`config.mk`:
```
export PLATFORM = sky130hd
export DESIGN_NAME = spi_arb
export DESIGN_NICKNAME = d
export VERILOG_FILES = /design/src/rtl/spi_arb.sv
export SDC_FILE = /design/constraint.sdc
export NUM_CORES = 1
export LEC_CHECK = 0
export ABC_AREA = 1
export ABC_CLOCK_PERIOD_IN_PS = 4600
export BUFFER_PORTS_ARGS = -buffer_cell sky130_fd_sc_hd__buf_2
export CAP_MARGIN = 15
export CELL_PAD_IN_SITES_DETAIL_PLACEMENT = 1
export CELL_PAD_IN_SITES_GLOBAL_PLACEMENT = 1
export CORE_ASPECT_RATIO = 0.8
export CORE_MARGIN = 2
export CORE_UTILIZATION = 37
export CTS_CLUSTER_DIAMETER = 150
export DETAILED_ROUTE_END_ITERATION = 10
export MAX_ROUTING_LAYER = met4
export PLACE_DENSITY = 0.86
export SLEW_MARGIN = 10
export SYNTH_ARGS = -nofsm -noshare
export SYNTH_HDL_FRONTEND = slang
export SYNTH_SLANG_ARGS = --single-unit
```
`constraint.sdc`:
```
create_clock -name clk -period 4.6 [get_ports clk]
set_input_delay 0.92 -clock clk [delete_from_list [all_inputs] [get_ports clk]]
set_output_delay 0.92 -clock clk [all_outputs]
set_load 0.01 [all_outputs]
```
`src/rtl/spi_arb.sv`:
```
// Two-requester round-robin arbiter and command sequencer for the inertial-sensor SPI master.
// Issues one 16-bit command per grant, returns read data, aborts on timeout, supports bounded locked bursts.
module spi_arb #(
    parameter int TMO       = 600,
    parameter int MAX_BURST = 4
) (
    input  logic        clk,
    input  logic        rst,
    input  logic        req0,
    input  logic        req1,
    input  logic        lck0,
    input  logic        lck1,
    input  logic [15:0] cmd0,
    input  logic [15:0] cmd1,
    output logic        gnt0,
    output logic        gnt1,
    output logic        done0,
    output logic        done1,
    output logic        err,
    output logic [15:0] rsp,
    output logic        wrt,
    output logic [15:0] cmd,
    input  logic        spi_done,
    input  logic [15:0] spi_rd
);

    localparam int CW = $clog2(TMO + 1);
    localparam int BW = (MAX_BURST > 1) ? $clog2(MAX_BURST) : 1;
    localparam logic [CW-1:0] TMO_CNT   = CW'(TMO);
    localparam logic [BW-1:0] BURST_TOP = BW'(MAX_BURST - 1);

    localparam logic [1:0] IDLE  = 2'd0;
    localparam logic [1:0] ISSUE = 2'd1;
    localparam logic [1:0] WAIT  = 2'd2;
    localparam logic [1:0] DONE  = 2'd3;

    logic [1:0]    state;
    logic          owner;
    logic          last;
    logic [CW-1:0] tmo_cnt;
    logic [BW-1:0] burst_cnt;

    logic          pick;
    logic          own_req;
    logic          own_lck;
    logic          oth_req;
    logic [15:0]   own_cmd;
    logic          keep;

    // NOTE: every always_comb output is assigned on every path, so no latch can be inferred.
    always_comb begin
        // On a tie the requester not served last wins; otherwise whoever is asking.
        pick    = (req0 && req1) ? ~last : req1;
        own_req = owner ? req1 : req0;
        own_lck = owner ? lck1 : lck0;
        oth_req = owner ? req0 : req1;
        own_cmd = owner ? cmd1 : cmd0;
        keep    = own_lck && own_req && !(oth_req && (burst_cnt == BURST_TOP));
    end

    // NOTE: state and outputs use non-blocking assignments so every register samples pre-edge values.
    always_ff @(posedge clk) begin
        if (rst) begin
            state     <= IDLE;
            owner     <= 1'b0;
            last      <= 1'b1;
            tmo_cnt   <= '0;
            burst_cnt <= '0;
            gnt0      <= 1'b0;
            gnt1      <= 1'b0;
            done0     <= 1'b0;
            done1     <= 1'b0;
            err       <= 1'b0;
            wrt       <= 1'b0;
            rsp       <= 16'h0000;
            cmd       <= 16'h0000;
        end else begin
            wrt   <= 1'b0;
            done0 <= 1'b0;
            done1 <= 1'b0;
            err   <= 1'b0;
            case (state)
                IDLE: begin
                    if (req0 || req1) begin
                        owner     <= pick;
                        gnt0      <= ~pick;
                        gnt1      <= pick;
                        cmd       <= pick ? cmd1 : cmd0;
                        tmo_cnt   <= '0;
                        burst_cnt <= '0;
                        wrt       <= 1'b1;
                        state     <= ISSUE;
                    end
                end
                ISSUE: state <= WAIT;
                WAIT: begin
                    // A completion arriving on the timeout cycle still counts as success.
                    if (spi_done) begin
                        rsp   <= spi_rd;
                        done0 <= ~owner;
                        done1 <= owner;
                        state <= DONE;
                    end else if (tmo_cnt == TMO_CNT) begin
                        rsp   <= 16'hFFFF;
                        err   <= 1'b1;
                        done0 <= ~owner;
                        done1 <= owner;
                        state <= DONE;
                    end else begin
                        tmo_cnt <= tmo_cnt + 1'b1;
                    end
                end
                DONE: begin
                    if (keep) begin
                        cmd     <= own_cmd;
                        wrt     <= 1'b1;
                        tmo_cnt <= '0;
                        if (burst_cnt != BURST_TOP)
                            burst_cnt <= burst_cnt + 1'b1;
                        state   <= ISSUE;
                    end else begin
                        gnt0  <= 1'b0;
                        gnt1  <= 1'b0;
                        last  <= owner;
                        state <= IDLE;
                    end
                end
                default: state <= IDLE;
            endcase
        end
    end

endmodule

```
## Yosys cells after proc, flatten, opt, wreduce, memory -nomap -nowiden

Index checks and enable logic that the tools add are counted.
W data, S select, Z words.

- Register bits after elaboration: 54
- Output and inout port bits: 38
- Input bits: 55

- $add $sub $neg: 2
- Bitwise gates (word level): 5
- Reduce and logical (&&, ||, !) cells: 20
- Mux-type cells: 38
- Equal/unequal tests: 13

Operators with widths:

| cell | count |
|---|---|
| $mux W16 | 6 |
| $mux W10 | 4 |
| $pmux W16 S2 | 1 |
| $pmux W10 S3 | 1 |
| $mux W1 | 15 |
| $ne A2 B2 Y1 const B | 7 |
| $mux W2 | 6 |
| $add A10 B1 Y10 const B | 1 |
| $eq A10 B10 Y1 const B | 1 |
| $pmux W2 S4 | 1 |
| $reduce_and A2 Y1 | 4 |
| $eq A2 B2 Y1 const B | 3 |
| $pmux W1 S2 | 3 |
| $reduce_and A3 Y1 | 2 |
| $not A1 Y1 | 5 |
| $reduce_and A5 Y1 | 1 |
| $logic_and A1 B1 Y1 | 4 |
| $pmux W2 S2 | 1 |
| $reduce_and A4 Y1 | 1 |
| $reduce_bool A2 Y1 | 2 |
| $ne A3 B3 Y1 const B | 1 |
| $reduce_bool A3 Y1 | 1 |
| $reduce_or A3 Y1 | 1 |
| $add A2 B1 Y2 const B | 1 |
| 5 further kinds | 5 |

## Depth between registers and ports, before layout

Gate-level depths: netlist of run 1.

- Depth in word-level cells: 6
- Gate-level depth with buffers: 12
- Gate-level depth less buffers: 12

## Worst setup path after synthesis of run 1

OpenSTA, ideal clock, no wires.

- Path kind: input port to flip-flop
- From: input port req1
- To: register cmd[10]
- Path slack: 2712 ps
- Arrival time: 1755 ps
- Path buffers: 1
- Stages on the path: 7
- Required time: 4468 ps
- Path through: o21ai_0 o21ai_2 nand2_4 inv_4 buf_6 nand2_1 a21oi_1

- Word-level cells in the longest chain between the ends: 6

RTL lines:

| what | line | source |
|---|---|---|
| start: declaration | 10 | `input logic req1,` |
| $mux W1 | 56 | `oth_req = owner ? req0 : req1;` |
| $logic_and A1 B1 Y1 | 58 | `keep = own_lck && own_req && !(oth_req && (burst_cnt == BURST_TOP));` |
| $logic_not A1 Y1 | 58 |  |
| $logic_and A1 B1 Y1 | 58 |  |
| $ne A2 B2 Y1 (no source line) | -- |  |
| $reduce_and A3 Y1 (no source line) | -- |  |
| end signal: assignment | 88 | `cmd <= pick ? cmd1 : cmd0;` |
| end signal: assignment | 115 | `cmd <= own_cmd;` |
| end: declaration | 22 | `output logic [15:0] cmd,` |

Several ways; a longest one is shown, not always the timed one. The select of a mux whose other input is x is not followed.
A chain may end at the register's enable or synchronous reset.

## Worst setup path after layout of run 1

- From: register tmo_cnt[0]
- To: register tmo_cnt[6]

- Word-level cells in the longest chain between the ends: 4

RTL lines:

| what | line | source |
|---|---|---|
| start: declaration | 40 | `logic [CW-1:0] tmo_cnt;` |
| start signal: assignment | 110 | `tmo_cnt <= tmo_cnt + 1'b1;` |
| $add A10 B1 Y10 | 110 |  |
| $mux W10 | 103 | `end else if (tmo_cnt == TMO_CNT) begin` |
| $mux W10 | 98 | `if (spi_done) begin` |
| $pmux W10 S3 | 82 | `case (state)` |

Several ways; a longest one is shown, not always the timed one. The select of a mux whose other input is x is not followed.

==> results of run 1 <==
==> report_power, final <==
| part | switching (W) | total [W] | internal [W] |
|---|---|---|---|
| sequential | 0.0000569 | 0.000626 | 0.000569 |
| clock | 0.000178 | 0.000291 | 0.000113 |
| combinational | 0.000457 | 0.000684 | 0.000227 |
| total | 0.000692 | 0.00160 | 0.000909 |
==> worst register-to-register path, delay by kind of cell (launching register included) <==
| family | cells | cell delay [ps] |
|---|---|---|
| AND/OR/NAND/NOR | 9 | 1580 |
| buffers and inverters | 2 | 140 |
| flip-flops | 1 | 410 |
| adder cells (fa/ha/maj) | 1 | 200 |
==> final timing paths <==
kind | end | depth (start not counted) | slack, ps | start
max | tmo_cnt[6] | 12 | 2180 | tmo_cnt[0]
min | rsp[15] | 2 | 460 | rsp[15]
max reg2reg | tmo_cnt[6] | 12 | 2180 | tmo_cnt[0]
min reg2reg | rsp[15] | 2 | 460 | rsp[15]
==> cell type report <==
| cell class | instances | area, um2 | share of cell area [%] |
|---|---|---|---|
| Clock buffer | 5 | 68.82 | 2.135 |
| Inverter | 41 | 156.4 | 4.852 |
| Sequential cell | 54 | 1081 | 33.54 |
| Clock inverter | 3 | 28.78 | 0.8929 |
| Timing Repair Buffer | 92 | 460.4 | 14.29 |
| Tap cell | 87 | 108.9 | 3.377 |
| Multi-Input combinational cell | 281 | 1319 | 40.92 |
==> kinds of logic after synthesis <==
family | after synthesis | share of synthesized area [%]
fa+ha+maj | 7 | 3.314
simple gates | 203 | 31.86
compound gates | 70 | 14.39
flops | 54 | 40.91
xor+xnor | 1 | 0.3315
buf+inv | 55 | 9.186
==> cells in the final DEF (no fill, tap or decap), drive strengths merged <==
cell / netlist / final
nand2: 134 / 134
buf: 7 / 92
dfxtp: 54 / 54
a21oi: 42 / 42
inv: 41 / 42
nor2: 31 / 31
nand3: 31 / 31
o21ai: 24 / 24
ha: 7 / 7
clkbuf: 7 / 5
nor3: 3 / 3
nand3b: 2 / 2
nand4: 2 / 2
clkinv: 0 / 2
xnor2: 1 / 1
o2111ai: 1 / 1
a21boi: 1 / 1
a211oi: 1 / 1
o211ai: 1 / 1
==> metal layers <==
metal / vias up / track usage, % / wire length, um
met1: 1273 / 26.93 / 3662
met3: 8 / 4.466 / 358
met4: 0 / 4.932 / 98
met2: 61 / 33.74 / 3611
li1: 1412 / - / -
met5: - / - / 0
==> registers in the layout, summed over array words and instances (netlist names) <==
| name | cells |
|---|---|
| burst_cnt | 2 |
| cmd | 16 |
| done0 | 1 |
| done1 | 1 |
| err | 1 |
| gnt0 | 1 |
| gnt1 | 1 |
| last | 1 |
| owner | 1 |
| rsp | 16 |
| state | 2 |
| tmo_cnt | 10 |
| wrt | 1 |
==> metrics by stage <==
step | power (W) | hold slack [ps] | cells | util [%] | setup WS [ps]
2_1_floorplan | 0.001117 | 437.3 | 390 | - | 2712
3_3_place_gp | 0.001292 | 436.6 | 555 | 45.35 | 2123
3_5_place_dp | 0.001324 | 441.2 | 555 | 45.35 | 2023
4_1_cts | 0.001618 | 458.4 | 563 | 46.77 | 2235
5_1_grt | 0.001736 | 478.8 | 563 | 46.77 | 1979
6_report | 0.001601 | 456.3 | 563 | 46.77 | 2176
==> results.toml, run 1 <==
[clock_network]
cts_tree = "done"
cts_buffer_depth = 2
clk_pin_slew_ps = 120
cts_setup_buffers = 0
cts_hold_buf = 0
cts_sinks = 54
cts-resized-gates = 0
clk_latency_ps = 320
cts_buffers = 5
cts_root_buf = "clkbuf_8"
htreeDepth = 2

[critical_path]
slowest_stage = "nand2_1"
critical-path-top-delay-family = "simple AND/OR/NAND/NOR gates"
start_kind = "flop"
crit_fanout = 23
cpPeakStageDelay_ps = 610
crit_required_ps = 4820
crit_type = "reg -> reg"
arrival_ps = 2650
critical_path_buf_inv_count = 2
cp-end-kind = "flop"
crit_top_cell = "nand2_1"
path_cells = "inv_1, ha_1, nand2_1, nor2_1, nand2_1, nand2_1, nand2_1, nand2_2, nand2_1, nand2_1, nand2_1, inv_1"

[synth]
syn-instance-count = 390
synth.largest_area_cell = "dfxtp_1"
synth_fp_nets = 452
ys_top_cells_by_area = "dfxtp_1 (41%), nand2_1 (18%), a21oi_1 (7.8%), nand3_1 (5.9%), inv_1 (5.5%)"
synth-seq-cells = 54
ys_seq_area_share_pct = 40.91
syn_area_per_cell_um2 = 6.776
ys.flop_type = "dfxtp_1"
synth_top_area_share_pct = 40.91
synth_edf_count = 0
async_flop_share_pct = 0
synth_area_mm2 = 0.002643
synth_cell_type_count = 25
yosysMostFrequentCell = "nand2_1"
yosysWarnings = 0
yosys-top-cells-count = "nand2_1 (128), dfxtp_1 (54), a21oi_1 (41)"

[grt]
antenna_found_initial = 0
grt_pass1_vias = 2775
grt_max_degree = 27
grt_use_total_pct = 20.82
grt-ovfl-total = 0
grt_pass1_wl_um = 12920

[floorplanning]
ios = 93
core_area_mm2 = 0.006892
die_w_um = 98.49
start_util_pct = 38.34
rows = 27
fp.dieH_um = 79.59
fp.dieArea_mm2 = 0.007838

[run_status]
outcome = "complete, no violations"

[placed_design]
numPortBuffers = 92
postPlaceCellArea_mm2 = 0.003126
hpwl_um = 5764
gp_congestion = 0.8769

[timing]
finalCritPeriodShare_pct = 52.69
slew_headroom_pct = 44.25
rsz0062_at_grt = "no"
setup_tns_ps = 0
worst_pin_slew_ps = 834.3
final_max_slew_viol_count = 0
fin_worst_skew_ps = 12.11
finalHoldViolCount = 0
setup_violations = 0
fin_crit_ps = 2424
fmax_mhz = 412.6

[power_and_ir_drop]
leakage_nw = 1.577
irDropWorstVdd_mv = 0.2080
pwr_density_cell_mw_per_mm2 = 496.6

[drt]
dr.pass1.iters = 4
via_count = 2754
via_per_inst = 4.892
wl_per_cell_um = 13.73
drt-initial-drc-count = 130
drt_wl_total_um = 7730
drc = 0
ant_nets = 0

[cells_and_area]
antennaDiodeCount = 0
layout.nets = 537
final_layout_size_suffix_gt1_share_pct = 23.32
filler_cell_count = 968
syn2layout_area_growth_pct = 21.97
design_area_mm2 = 0.003223

[hold_path]
hold_path_class = "reg -> reg"

[flow_run]
drv_cap = 0
Power figures use the tool's default switching activity.
==> inputs of run 2 (changes only) <==
- ABC_CLOCK_PERIOD_IN_PS: 4600 -> 2100
- CORE_UTILIZATION: 37 -> 31
- PLACE_DENSITY: 0.86 -> 0.77
- clock period: 4.6 -> 2.1 ns (I/O delays scaled with it)
==> results.toml, run 2 (synthesis gave the netlist of run 1 again) <==
[run_status]
outcome = "complete, no violations"

[cells_and_area]
final_layout_size_suffix_gt1_share_pct = 24.43
instances_no_fill = 595
design_area_mm2 = 0.003307
mostFrequentLayoutCells = "nand2_1 (128), buf_2 (92), dfxtp_1 (54)"
reg_top3 = "cmd (16), rsp (16), tmo_cnt (10)"
layout.nets = 544
antennaDiodeCount = 0
utilization_pct = 39.51
layout_commonest_cell = "nand2_1"
syn2layout_area_growth_pct = 25.14

[clock_network]
cts_buffer_depth = 2
cts_root_buf = "clkbuf_8"
clk_pin_slew_ps = 110
cts_hold_buf = 0
htreeDepth = 2
clk_latency_ps = 330
cts_buffers = 5
cts_tree = "done"
cts-resized-gates = 0
cts_setup_buffers = 0
cts_sinks = 54

[placed_design]
hpwl_um = 6132
numPortBuffers = 92
dpl.cell_count = 587
gp_congestion = 0.8314
postPlaceCellArea_mm2 = 0.003209

[grt]
grt_use_total_pct = 18.49
met1_usage_pct = 24.53
use_met2_pct = 29.34
antenna_found_initial = 0
grt_pass1_vias = 2862
grt_busiest_layer = "met2"
grt_pass1_wl_um = 13360
grt_max_degree = 27
grt-ovfl-total = 0
use_met3_pct = 2.857

[timing]
finalHoldViolCount = 0
worst_pin_slew_ps = 530.8
rsz0062_at_grt = "no"
slew_headroom_pct = 64.53
fin_worst_skew_ps = 6.886
setup_violations = 0
final_max_slew_viol_count = 0
setup_tns_ps = 0
fmax_mhz = 561.1
fin_crit_ps = 1782
finalCritPeriodShare_pct = 84.86

[critical_path]
arrival_ps = 2040
timing.rr.end = "cmd[1]"
cp-end-kind = "flop"
r2r_start = "state[0]"
crit_required_ps = 2360
startpoint = "state[0]"
reg2reg_slack_ps = 320
crit_fanout = 18
start_kind = "flop"
reg2regPathDepth = 8
endpoint = "cmd[1]"
crit_type = "reg -> reg"

[power_and_ir_drop]
irDropWorstVdd_mv = 0.3633
power_frac_seq_pct = 38.9
p_sw_w = 0.001515
pwr_density_cell_mw_per_mm2 = 1071
finalPower_w = 0.003542
p_clk_share_pct = 18.4
leakage_nw = 1.610
intPower_w = 0.002028
p_sw_share_pct = 42.76
power.share.combinational_pct = 42.7

[floorplanning]
rows = 30
ios = 93
core_area_mm2 = 0.008371
fp.dieArea_mm2 = 0.009284
die_w_um = 107.2
fp.dieH_um = 86.58
start_util_pct = 31.57

[drt]
ant_nets = 0
via_count = 2775
dr.pass1.iters = 4
drt_wl_total_um = 7846
drc = 0
via_per_inst = 4.664
wl_per_cell_um = 13.19
drt-initial-drc-count = 82

[flow_run]
drv_cap = 0

[hold_path]
hold_path_class = "in -> reg"
hold_path_depth = 3
## run 2: per-stage QoR
| stage | hold slack, ps | setup WS (ps) |
|---|---|---|
| after CTS | 361.8 | 306.5 |
| after global routing | 372.5 | 162.7 |
| after floorplan | 437.3 | 558.0 |
| after global placement | 434.0 | 448.3 |
| after detailed placement | 441.9 | 349.0 |
| final | 364.1 | 317.9 |
## run 2: final cells by class
class	instances	area, um2
clock inverter	3	28.78
sequential	54	1081
timing repair buffer	99	513.0
inverter	41	156.4
tap	112	140.1
clock buffer	5	68.82
fill	1109	5064
multi-input combinational	281	1319
## run 2: power groups by stage
| stage | clock network, W | logic, W | registers, W |
|---|---|---|---|
| 2_1_floorplan | 0 | 0.000985 | 0.00146 |
| 3_3_place_gp | 0 | 0.00147 | 0.00139 |
| 3_5_place_dp | 0 | 0.00153 | 0.00140 |
| 4_1_cts | 0.000670 | 0.00153 | 0.00138 |
| 5_1_grt | 0.000712 | 0.00172 | 0.00141 |
| 6_report | 0.000650 | 0.00151 | 0.00138 |
## run 2: metal layers
layer | vias up | share of wire [%] | wire, um
met5 | - | 0 | 0
met4 | 0 | 1.2 | 95
met3 | 10 | 3.8 | 301
met2 | 61 | 46 | 3640
met1 | 1286 | 49 | 3809
li1 | 1418 | - | -
## run 2: worst min-delay path by stage
| stage | startpoint | to | slack (ps) |
|---|---|---|---|
| 3_3_place_gp | rsp[3] | rsp[3] | 430 |
| 3_5_place_dp | rsp[8] | rsp[8] | 440 |
| 2_1_floorplan | owner | done0 | 440 |
| 5_1_grt | spi_rd[4] | rsp[4] | 370 |
| 4_1_cts | spi_rd[8] | rsp[8] | 360 |
| 6_report | spi_rd[8] | rsp[8] | 360 |
## run 2: critical path: stages, from the launching register on
cell	delay, ps
dfxtp_1	360
inv_1	120
ha_1	250
o21ai_0	210
o21ai_2	170
nand2_4	180
inv_4	190
nand2_1	80
a21oi_1	140
==> inputs of run 3 (changes only) <==
- ABC_CLOCK_PERIOD_IN_PS: 2100 -> 1800
- CORE_UTILIZATION: 31 -> 34
- PLACE_DENSITY: 0.77 -> 0.8
- clock period: 2.1 -> 1.8 ns (I/O delays scaled with it)
==> results.toml, run 3 (synthesis gave the netlist of run 1 again) <==
[run_status]
outcome = "complete, no violations"

[floorplanning]
die_w_um = 102.6
ios = 93
fp.dieArea_mm2 = 0.008498
rows = 28
core_area_mm2 = 0.007462
start_util_pct = 35.41
fp.dieH_um = 82.85

[critical_path]
start_kind = "flop"
arrival_ps = 1900
critical_path_buf_inv_count = 2
cpPeakStageDelay_ps = 380
reg2reg_slack_ps = 150
cp-end-kind = "flop"
crit_top_cell = "nand2_1"
critical-path-top-delay-family = "flip-flops"
crit_required_ps = 2050
crit_type = "reg -> reg"
slowest_stage = "dfxtp_2"
crit_fanout = 6
path_cells = "inv_1, ha_1, nand2_1, nand2_1, a21oi_4, buf_4, nand3_1, a21oi_1"

[cells_and_area]
layout.nets = 548
syn2layout_area_growth_pct = 27.37
filler_cell_count = 1026
utilization_pct = 45.10
mostFrequentLayoutCells = "nand2_1 (127), buf_2 (92), dfxtp_1 (52)"
reg_top3 = "cmd (16), rsp (16), tmo_cnt (10)"
final_layout_size_suffix_gt1_share_pct = 26.08
antennaDiodeCount = 0
layout_commonest_cell = "nand2_1"
instances_no_fill = 592

[grt]
grt_max_degree = 20
grt_pass1_wl_um = 13500
grt_pass1_vias = 2899
grt-ovfl-total = 0
antenna_found_initial = 0
grt_use_total_pct = 20.26

[timing]
fin_worst_skew_ps = 6.198
hold_slack_ps = 316.9
slew_headroom_pct = 65.20
rsz0062_at_grt = "no"
setup_tns_ps = 0
setup_violations = 0
worst_pin_slew_ps = 520.7
finalHoldViolCount = 0
fin_crit_ps = 1649
final_max_slew_viol_count = 0
finalCritPeriodShare_pct = 91.62
fmax_mhz = 606.4

[drt]
wl_per_cell_um = 13.28
via_count = 2787
ant_nets = 0
drt-initial-drc-count = 76
dr.pass1.iters = 4
drc = 0
drt_wl_total_um = 7862
via_per_inst = 4.708

[clock_network]
cts_root_buf = "clkbuf_8"
clk_pin_slew_ps = 110
cts_tree = "done"
cts_buffers = 5
htreeDepth = 2
cts_hold_buf = 0
cts_buffer_depth = 2
clk_latency_ps = 320
cts_sinks = 54

[power_and_ir_drop]
leakage_nw = 1.644
pwr_density_cell_mw_per_mm2 = 1255
irDropWorstVdd_mv = 0.4219

[placed_design]
dpl.cell_count = 584
hpwl_um = 6026
gp_congestion = 0.8405
numPortBuffers = 92

[hold_path]
hold_path_class = "in -> reg"

[flow_run]
drv_cap = 0
==> run 3: cell types whose count changed in the layout (fill, tap and decap cells not counted), sizes merged <==
cell / change
buf: +4
clkinv: -1
inv: +1
==> run 3: worst min-delay path, delay by kind of cell <==
kind,cells,cell delay [ps]
AO/OA/AOI/OAI,2,170
buffers and inverters,1,70
==> run 3: path summary, 6_finish.rpt <==
kind,startpoint,end,cells past startpoint
hold / removal,spi_rd[14],rsp[14],3
hold reg to reg,rsp[4],rsp[4],2
setup reg to reg,state[0],tmo_cnt[5],8
setup / recovery,state[0],tmo_cnt[5],8
==> run 3: area by class of cell <==
type / instances / area [um2] / area share [%]
clock buffers: 5 / 68.82 / 2.045
clock inverters: 3 / 28.78 / 0.8550
inverters: 41 / 156.4 / 4.647
multi-input cells: 281 / 1341 / 39.85
flip-flops and latches: 54 / 1084 / 32.19
well taps: 105 / 131.4 / 3.903
repair buffers: 103 / 555.5 / 16.51
==> run 3: repair_timing <==
action,in CTS,in global routing
gates resized for setup,1,9
setup endpoints to repair,2,25
setup buffers,0,0
==> run 3: metrics by stage <==
stage / instance area [um2] / setup WS, ps / total power [W]
finish: 3366 / 150.8 / 0.004223
CTS: 3343 / 41.63 / 0.004244
global placement: 3243 / 152.0 / 0.003405
floorplan: 2643 / 258.0 / 0.002854
global route: 3366 / 0.9819 / 0.004593
detailed placement: 3243 / 20.80 / 0.003476
==> run 3: layer usage <==
metal | GRT usage (%) | vias up | wire (um)
met5 | - | - | 0
met3 | 4.377 | 7 | 455
li1 | - | 1430 | -
met4 | 3.879 | 0 | 70
met1 | 27.10 | 1289 | 3735
met2 | 31.73 | 61 | 3599
==> run 3: report_power, final <==
| group | switching (W) | internal, W | total (W) |
|---|---|---|---|
| Combinational | 0.00118 | 0.000690 | 0.00187 |
| Clock | 0.000456 | 0.000292 | 0.000748 |
| Sequential | 0.000150 | 0.00146 | 0.00161 |
